**src/rtl/seg_pkg.sv**
```systemverilog
// Shared segment-display definitions: SPGFEDCBA bit positions, the decimal
// digit font, the blank pattern and the segment-bus width.
package seg_pkg;

  // Width of one segment-display bus: S, P, G, F, E, D, C, B, A
  localparam int SEG_W = 9;

  // Bit positions inside the SPGFEDCBA bus
  localparam int SEG_A = 0;
  localparam int SEG_B = 1;
  localparam int SEG_C = 2;
  localparam int SEG_D = 3;
  localparam int SEG_E = 4;
  localparam int SEG_F = 5;
  localparam int SEG_G = 6;
  localparam int SEG_P = 7;
  localparam int SEG_S = 8;

  // Active-high GFEDCBA patterns for the decimal digits
  localparam logic [6:0] FONT_0 = 7'h3F;
  localparam logic [6:0] FONT_1 = 7'h06;
  localparam logic [6:0] FONT_2 = 7'h5B;
  localparam logic [6:0] FONT_3 = 7'h4F;
  localparam logic [6:0] FONT_4 = 7'h66;
  localparam logic [6:0] FONT_5 = 7'h6D;
  localparam logic [6:0] FONT_6 = 7'h7D;
  localparam logic [6:0] FONT_7 = 7'h07;
  localparam logic [6:0] FONT_8 = 7'h7F;
  localparam logic [6:0] FONT_9 = 7'h6F;

  // All segments off
  localparam logic [6:0] FONT_BLANK = 7'h00;

endpackage

```
**src/rtl/seg_decoder.sv**
```systemverilog
// Combinational BCD digit to GFEDCBA lookup; codes 10..15 show blank.
module seg_decoder
  import seg_pkg::*;
(
  input  logic [3:0] bcd_i,
  output logic [6:0] seg_o
);

  // Font lookup, anything that is not a decimal digit is blanked
  always_comb begin
    seg_o = FONT_BLANK;
    case (bcd_i)
      4'd0:    seg_o = FONT_0;
      4'd1:    seg_o = FONT_1;
      4'd2:    seg_o = FONT_2;
      4'd3:    seg_o = FONT_3;
      4'd4:    seg_o = FONT_4;
      4'd5:    seg_o = FONT_5;
      4'd6:    seg_o = FONT_6;
      4'd7:    seg_o = FONT_7;
      4'd8:    seg_o = FONT_8;
      4'd9:    seg_o = FONT_9;
      default: seg_o = FONT_BLANK;
    endcase
  end

endmodule

```
**src/rtl/bcd_seg_counter.sv**
```systemverilog
// Two-digit BCD counter advanced by an internal tick prescaler, driving two
// registered SPGFEDCBA segment displays (tens on led_1, ones on led_2).
module bcd_seg_counter
  import seg_pkg::*;
#(
  parameter int CLK_DIV    = 25000000,
  parameter int MAX_COUNT  = 59,
  parameter int LEAD_BLANK = 0
) (
  input  logic             clk_in,
  input  logic             rst_in,
  input  logic             en_in,
  input  logic             clr_in,
  output logic             tick_out,
  output logic             carry_out,
  output logic [7:0]       cnt_bcd,
  output logic [SEG_W-1:0] Segment_led_1,
  output logic [SEG_W-1:0] Segment_led_2
);

  localparam int             PW       = $clog2(CLK_DIV);
  localparam logic [PW-1:0]  PRE_TERM = PW'(CLK_DIV - 1);
  localparam logic [PW-1:0]  PRE_HALF = PW'(CLK_DIV / 2);
  localparam logic [7:0]     MAX_BCD  = {4'(MAX_COUNT / 10), 4'(MAX_COUNT % 10)};
  // Tens display after reset: blank when leading zeros are suppressed
  localparam logic [SEG_W-1:0] SEG1_RST = (LEAD_BLANK != 0) ? 9'h000 : {2'b00, FONT_0};
  localparam logic [SEG_W-1:0] SEG2_RST = {2'b00, FONT_0};

  logic [PW-1:0]    pre_q, pre_d;
  logic [7:0]       cnt_q, cnt_d;
  logic             tick_q, tick_d;
  logic             carry_q, carry_d;
  logic [SEG_W-1:0] seg1_q, seg1_d;
  logic [SEG_W-1:0] seg2_q, seg2_d;
  logic [6:0]       tens_seg_s;
  logic [6:0]       ones_seg_s;

  seg_decoder u_dec_tens (
    .bcd_i (cnt_q[7:4]),
    .seg_o (tens_seg_s)
  );

  seg_decoder u_dec_ones (
    .bcd_i (cnt_q[3:0]),
    .seg_o (ones_seg_s)
  );

  // Prescaler, BCD count and display next-state
  always_comb begin
    pre_d   = pre_q;
    cnt_d   = cnt_q;
    tick_d  = 1'b0;
    carry_d = 1'b0;
    if (en_in) begin
      if (pre_q == PRE_TERM) begin
        pre_d  = '0;
        tick_d = 1'b1;
        if (cnt_q == MAX_BCD) begin
          cnt_d   = 8'h00;
          carry_d = 1'b1;
        end else if (cnt_q[3:0] == 4'd9) begin
          cnt_d = {cnt_q[7:4] + 4'd1, 4'd0};
        end else begin
          cnt_d = {cnt_q[7:4], cnt_q[3:0] + 4'd1};
        end
      end else begin
        pre_d = pre_q + PW'(1);
      end
    end else begin
      pre_d = pre_q;
    end

    // Displays follow the current count; DP blinks during the first half period
    seg1_d = {1'b0, 1'b0, tens_seg_s};
    if ((LEAD_BLANK != 0) && (cnt_q[7:4] == 4'd0)) begin
      seg1_d = 9'h000;
    end else begin
      seg1_d = {1'b0, 1'b0, tens_seg_s};
    end
    seg2_d = {1'b0, (en_in && (pre_q < PRE_HALF)), ones_seg_s};
  end

  // State and output registers; reset beats clear beats enable
  always_ff @(posedge clk_in) begin
    if (rst_in || clr_in) begin
      pre_q   <= '0;
      cnt_q   <= 8'h00;
      tick_q  <= 1'b0;
      carry_q <= 1'b0;
      seg1_q  <= SEG1_RST;
      seg2_q  <= SEG2_RST;
    end else begin
      pre_q   <= pre_d;
      cnt_q   <= cnt_d;
      tick_q  <= tick_d;
      carry_q <= carry_d;
      seg1_q  <= seg1_d;
      seg2_q  <= seg2_d;
    end
  end

  assign tick_out      = tick_q;
  assign carry_out     = carry_q;
  assign cnt_bcd       = cnt_q;
  assign Segment_led_1 = seg1_q;
  assign Segment_led_2 = seg2_q;

endmodule
```
**config.mk**
```make
export PLATFORM = sky130hd
export DESIGN_NAME = bcd_seg_counter
export DESIGN_NICKNAME = d
export VERILOG_FILES = /design/src/rtl/seg_pkg.sv /design/src/rtl/seg_decoder.sv /design/src/rtl/bcd_seg_counter.sv
export SDC_FILE = /design/constraint.sdc
export NUM_CORES = 1
export LEC_CHECK = 0
export ABC_AREA = 1
export BUFFER_PORTS_ARGS = -buffer_cell sky130_fd_sc_hd__buf_2
export CORE_MARGIN = 10
export CORE_UTILIZATION = 40
export CTS_CLUSTER_SIZE = 28
export DETAILED_ROUTE_END_ITERATION = 10
export HOLD_SLACK_MARGIN = 0.15
export RECOVER_POWER = 25
export SETUP_SLACK_MARGIN = 0.1
export SLEW_MARGIN = 25
export SYNTH_ARGS = -nofsm -noshare
export SYNTH_HDL_FRONTEND = slang
export SYNTH_SLANG_ARGS = --single-unit
```
**constraint.sdc**
```tcl
create_clock -name clk_in -period 1.64 [get_ports clk_in]
set_input_delay 0.246 -clock clk_in [delete_from_list [all_inputs] [get_ports clk_in]]
set_output_delay 0.246 -clock clk_in [all_outputs]
set_load 0.03 [all_outputs]
```
# == Yosys cells after proc, flatten, opt, wreduce, memory -nomap -nowiden ==
# Memory sizes are Yosys's and may differ from the RTL's. A register that Yosys moved wholly into a read port is not among the register bits.
# Index checks and enable logic that the tools add are counted.
# totals
reg_bits,46
romBits,224
in_bits,4
output_inout_bits,28
word_cells,31
mem_count,2
# op_classes
add_sub_neg,3
order_cmp,1
n_eq_ne,3
muxes,5
bitwise_logic,2
n_reduce_logical,7
# memory_table
name,words,word_bits,read_ports,rd_ports_with_merged_regs,wr,line_no,rtl
(no name shown),16,7,1,1,0,seg_decoder.sv:12,case (bcd_i)
(no name shown),16,7,1,1,0,seg_decoder.sv:12,
# ops
operator,n
"25-bit by 1-bit adder with 25-bit output, second input constant",1
"25-bit == test, second input constant",1
"25-bit by 24-bit less-than comparator with 1-bit output, second input constant",1
25-bit two-way mux,1
8-bit two-way mux,2
"4-bit by 1-bit adder with 4-bit output, second input constant",2
"8-bit by 7-bit == test with 1-bit output, second input constant",1
"4-bit == test, second input constant",1
3-bit AND reduction,1
3-bit OR reduction,1
1-bit two-way mux,2
1-bit NOT,2
2-bit AND reduction,1
2-bit nonzero test,1
2-bit OR reduction,1
1-bit logical AND,1
1-bit logical OR,1

# == Longest topological paths before layout ==
# Gate-level depths: netlist (run 1).
# depth
word_depth,3
depth_mapped,11
ltp_nobuf,10

# == Cells and area by module ==
# From an unflattened synthesis (run 1), not the netlist that was laid out.
# hier_totals
cells_unflattened,435
hier_area_um2,3010.4
# by_module_without_submodules
module,instances,cells_per_inst,area_per_inst_um2,seq_area_each_um2
bcd_seg_counter,1,357,2590.0,1001.0
seg_decoder,2,39,210.2,0.0

# == Worst setup path before layout (run 1) ==
# OpenSTA, ideal clock, no wires.
# synth_path
path_type,flip-flop to flip-flop
start,"register cnt_q[1], in the netlist cnt_bcd[1]"
end,"register cnt_q[7], in the netlist cnt_bcd[7]"
setup_ns,0.132
arrival_time_ns,1.523
t_required_ns,1.508
path_slack_ns,-0.015
stages_incl_launch_ff,8
n_path_buf,0
period_less_slack_ns,1.655
path_cell_list,dfxtp_1 inv_1 ha_1 nand3_2 nor2_1 nand3_1 nand2_1 a21oi_1
# synth_between
elab_chain_len,3
word_cells_on_any_way,5
cone_classes,eq/ne: 2; mux: 1; reduce/logical: 2
# synth_rtl
item,line_no,rtl
start: declaration,bcd_seg_counter.sv:30,"logic [7:0] cnt_q, cnt_d;"
start signal: assignment,bcd_seg_counter.sv:94,cnt_q <= cnt_d;
8-bit by 7-bit == test with 1-bit output or 4-bit == test (tied branches),"bcd_seg_counter.sv:58, bcd_seg_counter.sv:61",
2-bit nonzero test (no line),-,
3-bit AND reduction (no line),-,
# Parallel ways exist; a longest one is shown, timed or not.
# A chain may end at the register's enable or synchronous reset.

# == Worst setup path after layout (run 1) ==
# layout_path
start,register pre_q[1]
end,register pre_q[20]
# layout_between
elab_chain_len,2
word_cells_on_any_way,3
cone_classes,add/sub: 1; eq/ne: 1; mux: 1
# layout_rtl
item,line_no,rtl
start: declaration,bcd_seg_counter.sv:29,"logic [PW-1:0] pre_q, pre_d;"
start signal: assignment,bcd_seg_counter.sv:93,pre_q <= pre_d;
25-bit by 1-bit adder with 25-bit output or 25-bit == test (tied branches),"bcd_seg_counter.sv:67, bcd_seg_counter.sv:55",
25-bit two-way mux *,bcd_seg_counter.sv:55,if (pre_q == PRE_TERM) begin
# Mark *: on every way between the ends. The rest lies on a longest branch, timed or not.

==> impl_metrics.py, run 1 <==
metrics = {
    "clock_network": {
        "clkLatencyLatePin_ps": 320,
        "cts_tree": "built",
        "cts_hold_buf": 0,
        "clock-root-buffer": "clkbuf_8",
        "numCtsBuffers": 5,
        "path_clk_slew_ps": 100,
        "ctsHtreeMaxLevel": 2,
        "cts.sinks": 50,
        "cts_buffer_depth": 2,
    },
    "synth": {
        "yosysUniqueCellTypes": 35,
        "yosysSeqAreaShare_pct": 35.3,
        "synth_top_cell_by_area": "dfxtp_1",
        "netlist_instances": 403,
        "synth_area_leaders": "dfxtp_1 (35%), nand2_1 (13%), nor2_1 (8.1%)",
        "ys_seq_elements": 50,
        "avgSynthCellArea_sq_um": 7.04,
        "netlist.area_leader.share_pct": 35.3,
        "yosysWarnings": 0,
        "synth_area_sq_um": 2840,
    },
    "grt": {
        "grt_use_total_pct": 12.5,
        "grt_start_max_net_pins": 18,
        "grt_pass1_vias": 2526,
        "grt_antenna_before_repair": 0,
        "grt_use_met2_pct": 20.7,
        "grt_pass1_wl_um": 11900,
        "grt_use_met1_pct": 16.3,
        "gr-usage-met3_pct": 2.23,
        "grt.overflow.total": 0,
        "gr-max-usage-layer": "met2",
    },
    "sta": {
        "fin_crit_ps": 1520,
        "finalSetupViolCount": 0,
        "fmax_mhz": 659,
        "clock_skew_ps": 10.8,
        "maxSlewViolCount": 0,
        "fin_crit_sh_pct": 92.6,
        "grt_setup_unrepaired": "false",
        "finalHoldViolCount": 0,
    },
    "power_and_ir_drop": {
        "vdd_ir_drop_max_mv": 0.382,
        "power_frac_seq_pct": 55.0,
        "combPwrFrac_pct": 3.5,
        "pwr-share-clk_pct": 41.5,
        "power.internal_mw": 1.70,
        "p_leak_nw": 1.37,
        "swShare_pct": 23.4,
        "powerDensity_nw_per_um2": 651,
        "total_power_mw": 2.21,
        "switchingPower_mw": 0.517,
    },
    "detailed_routing": {
        "drt_iter0_drc": 114,
        "vias": 2637,
        "vias_per_cell": 4.82,
        "ant_nets": 0,
        "first_pass_iters": 4,
        "drc": 0,
        "routed_wl_um": 7000,
        "wl_per_cell_um": 12.8,
    },
    "cells_and_area": {
        "drive_above_1_share_pct": 20.4,
        "num_antenna_cells": 0,
        "utilization_pct": 49.8,
        "instances_no_fill": 547,
        "layout_common_cells": "nand2_1 (96), nor2_1 (56), dfxtp_1 (36)",
        "mostFrequentLayoutCell": "nand2_1",
        "syn2layout_area_growth_pct": 19.9,
        "final_nets": 471,
    },
    "floorplan": {
        "rows": 30,
        "ios": 32,
        "start_util_pct": 41.5,
        "core_sq_um": 6830,
        "die_y_um": 104,
        "design.die.area_sq_um": 10900,
        "die_x_um": 104,
    },
    "place": {
        "dp_hpwl_um": 5070,
        "dp_cells": 531,
        "io_buffers": 28,
        "place_congestion": 0.855,
    },
    "worst_setup_path": {
        "cp_cell_sequence": "ha_4, nand2_4, nor2_8, buf_6, nand4_1, buf_4, nor3b_2, nor3_1",
        "crit_start": "pre_q[1]",
        "crit_path_end_kind": "flop",
        "r2r-start": "pre_q[1]",
        "cp.required_ps": 1840,
        "worst_setup_path_start_kind": "flop",
        "critPathSlowestCell": "dfxtp_2",
        "path_max_fanout": 3,
        "arrival_ps": 1720,
        "r2r_cells": 8,
        "max_stage_delay_ps": 380,
        "crit_type": "flop to flop",
    },
    "run_status": {
        "status": "finished clean",
    },
    "min_path": {
        "min-delay-start": "en_in",
        "whs_path_depth": 3,
        "holdCritPathClass": "input port to flop",
    },
    "run": {
        "drv_cap": 0,
    },
}
==> critical path, delay by kind of cell, from the launching register on <==
family        cells  cell delay, ps
fa+ha+maj         1             160
buf+inv           2             300
flops             1             380
simple gates      5             570
==> metrics by stage <==
step	TNS [ps]	hold WS, ps	cell area, sq um	setup slack (ps)
floorplan	0	465	2850	153
global placement	0	481	3130	30.2
detailed placement	-20.3	495	3130	-20.3
CTS	0	322	3300	122
global route	0	328	3400	62.1
finish	0	322	3400	122
==> logic make-up after synthesis <==
family / count (synthesis) / share of synthesized area, %
other: 1 / 0.132
flip-flops: 50 / 35.3
AO/OA/AOI/OAI: 32 / 6.13
AND/OR/NAND/NOR: 241 / 39.5
adder cells (fa/ha/maj): 17 / 7.50
buffers and inverters: 51 / 8.03
XOR/XNOR: 11 / 3.40
==> layer usage <==
| metal | share of wire, % | vias up |
|---|---|---|
| met2 | 46 | 29 |
| met5 | 0 | - |
| met1 | 50 | 1234 |
| li1 | - | 1367 |
| met3 | 2.6 | 7 |
| met4 | 1.1 | 0 |
==> power groups by stage <==
stage | Sequential [mW] | Combinational, mW | Clock [mW]
6_report | 1.22 | 0.0775 | 0.918
5_1_grt | 1.22 | 0.0843 | 0.995
4_1_cts | 1.22 | 0.0746 | 0.932
3_5_place_dp | 1.25 | 0.0697 | 0
3_3_place_gp | 1.24 | 0.0695 | 0
2_1_floorplan | 1.25 | 0.0559 | 0
==> worst paths after layout <==
path,endpoint,slack (ps)
worst max-delay path,pre_q[20],120
worst min-delay path,pre_q[0],320
worst max register to register,pre_q[20],120
worst min register to register,pre_q[19],530
==> synthesized netlist by cell type, drive strengths merged <==
cell type,number
nand2,99
nor2,79
dfxtp,50
inv,39
nand3,35
ha,17
a21oi,14
o21ai,13
nor3,12
nand4,11
xor2,10
buf,9
a31oi,2
clkbuf,2
nand3b,2
o211ai,2
and2,1
and3,1
clkinv,1
conb,1
nor3b,1
o21bai,1
xnor2,1
==> sequential cells by signal (all words and copies together), names as in the netlist <==
register and flops:
carry_out 1, Segment_led_1 7, cnt_bcd 8, tick_out 1
pre_q 25, Segment_led_2 8
==> final cells by class <==
type	instances	area [sq um]
Fill cell	743	3430
Multi-Input combinational cell	305	1720
Sequential cell	50	1020
Timing Repair Buffer	48	277
Inverter	40	150
Tap cell	96	120
Clock buffer	5	68.8
Clock inverter	3	47.5
==> timing repair <==
item | 4_1_cts | 5_1_grt
gates resized for setup | 7 | 24
pin swaps | 2 | 8
setup endpoints to repair | 26 | 26
buffers inserted | 1 | 6
cloned | 1 | 0
No activity file was read; power rests on OpenSTA's default activity.
==> inputs of run 2 (changes only) <==
Settings changed: RECOVER_POWER 25 to 50.
==> run 2 against run 1 <==
Compared with the run above: cell area down 0.40%; die area stayed put; first-iteration DRC count increased by 13%; clock power shrank 0.5%; clock skew about the same; via count rose by 0.83%; flip-flop and latch count stayed put.
==> impl_metrics.py, run 2 (synthesis results as in run 1) <==
metrics = {
    "detailed_routing": {
        "drt_iter0_drc": 129,
        "wl_per_cell_um": 12.8,
        "first_pass_iters": 5,
        "drc": 0,
        "routed_wl_um": 6990,
        "ant_nets": 0,
        "vias": 2659,
        "vias_per_cell": 4.86,
    },
    "worst_setup_path": {
        "path_max_fanout": 3,
        "max_stage_delay_ps": 380,
        "crit_path_end_kind": "flop",
        "path_buf_inv": 2,
        "cp_top_family": "simple AND/OR/NAND/NOR gates",
        "critPathSlowestCell": "dfxtp_2",
        "arrival_ps": 1720,
        "worst_setup_path_start_kind": "flop",
        "cp.required_ps": 1840,
        "cp_cell_sequence": "ha_4, nand2_4, nor2_8, buf_6, nand4_1, buf_4, nor3b_2, nor3_1",
        "crit_type": "flop to flop",
    },
    "place": {
        "io_buffers": 28,
        "place_congestion": 0.855,
        "dp_hpwl_um": 5070,
    },
    "clock_network": {
        "cts_tree": "built",
        "cts_buffer_depth": 2,
        "numCtsBuffers": 5,
        "ctsHtreeMaxLevel": 2,
        "clkLatencyLatePin_ps": 310,
        "clock-root-buffer": "clkbuf_8",
        "cts.sinks": 50,
        "path_clk_slew_ps": 100,
    },
    "cells_and_area": {
        "regArea_sq_um": 1020,
        "syn2layout_area_growth_pct": 19.4,
        "layout_common_cells": "nand2_1 (96), nor2_1 (56), dfxtp_1 (37)",
        "num_antenna_cells": 0,
        "final_nets": 471,
        "fillers": 745,
        "regMostFlops": "pre_q",
        "mostFrequentLayoutCell": "nand2_1",
        "utilization_pct": 49.6,
        "largest_reg_flops": 25,
        "drive_above_1_share_pct": 18.2,
        "multi_input_area_sq_um": 1720,
    },
    "floorplan": {
        "rows": 30,
        "die_x_um": 104,
        "core_sq_um": 6830,
        "design.die.area_sq_um": 10900,
        "ios": 32,
        "start_util_pct": 41.5,
        "die_y_um": 104,
    },
    "grt": {
        "grt_start_max_net_pins": 18,
        "grt_antenna_before_repair": 0,
        "grt_pass1_wl_um": 11900,
        "grt.overflow.total": 0,
        "grt_use_met2_pct": 20.7,
        "gr-usage-met3_pct": 2.23,
        "grt_use_total_pct": 12.5,
        "grt_pass1_vias": 2526,
        "gr-max-usage-layer": "met2",
        "grt_use_met1_pct": 16.3,
    },
    "run_status": {
        "status": "finished clean",
    },
    "sta": {
        "whs_ps": 327,
        "fmax_mhz": 659,
        "finalSetupViolCount": 0,
        "maxSlewViolCount": 0,
        "finalHoldViolCount": 0,
        "fin_crit_sh_pct": 92.5,
        "fin_crit_ps": 1520,
        "grt_setup_unrepaired": "false",
        "clock_skew_ps": 10.3,
    },
    "power_and_ir_drop": {
        "p_leak_nw": 1.34,
        "vdd_ir_drop_max_mv": 0.376,
        "powerDensity_nw_per_um2": 652,
    },
    "run": {
        "drv_cap": 0,
    },
    "min_path": {
        "holdCritPathClass": "input port to flop",
    },
}
run 2: worst paths after layout:
| kind | startpoint | end | slack [ps] | cells past startpoint |
|---|---|---|---|---|
| worst max-delay path | pre_q[1] | pre_q[20] | 120 | 8 |
| worst min-delay path | en_in | pre_q[0] | 330 | 3 |
| worst max register to register | pre_q[1] | pre_q[20] | 120 | 8 |
| worst min register to register | pre_q[19] | pre_q[19] | 530 | 2 |
run 2: routing by layer:
layer  vias to the layer above  share of wire [%]
met1                      1241                 49
met5                         -                  0
met3                         9                2.6
met4                         0                1.4
li1                       1367                  -
met2                        42                 47
run 2: timing repair:
action	in CTS	in global routing
gates resized for setup	7	24
gates cloned	1	0
setup endpoints to repair	26	26
buffers inserted	1	6
pin swaps	2	8
hold buffers	0	0
run 2: final cells by class:
type                    count  share of cell area [%]
multi-input cells         305                    50.7
flip-flops and latches     50                    30.1
repair buffers             48                    7.79
inverters                  40                    4.43
well taps                  96                    3.55
clock buffers               5                    2.03
clock inverters             3                    1.40
run 2: report_power, final:
group | internal [mW] | total [mW] | switching [mW] | leakage, nW
logic | 0.0178 | 0.0773 | 0.0595 | 0.870
registers | 1.21 | 1.22 | 0.00206 | 0.410
clock network | 0.463 | 0.913 | 0.450 | 0.0587
run 2: per-stage QoR:
| stage | cell area [sq um] | cells | TNS [ps] | setup slack (ps) | total power, mW |
|---|---|---|---|---|---|
| 2_1_floorplan | 2850 | 405 | 0 | 153 | 1.30 |
| 3_3_place_gp | 3130 | 531 | 0 | 30.2 | 1.31 |
| 3_5_place_dp | 3130 | 531 | -20.3 | -20.3 | 1.31 |
| 4_1_cts | 3300 | 541 | 0 | 122 | 2.22 |
| 5_1_grt | 3390 | 547 | 0 | 62.1 | 2.30 |
| 6_report | 3390 | 547 | 0 | 122 | 2.21 |
run 2: worst register-to-register path: cells and delay by family (launching register included):
kind                       cells  cell delay [ps]
DFF                            1              380
buffers and inverters          2              300
adders and majority gates      1              170
and+or+nand+nor                5              570
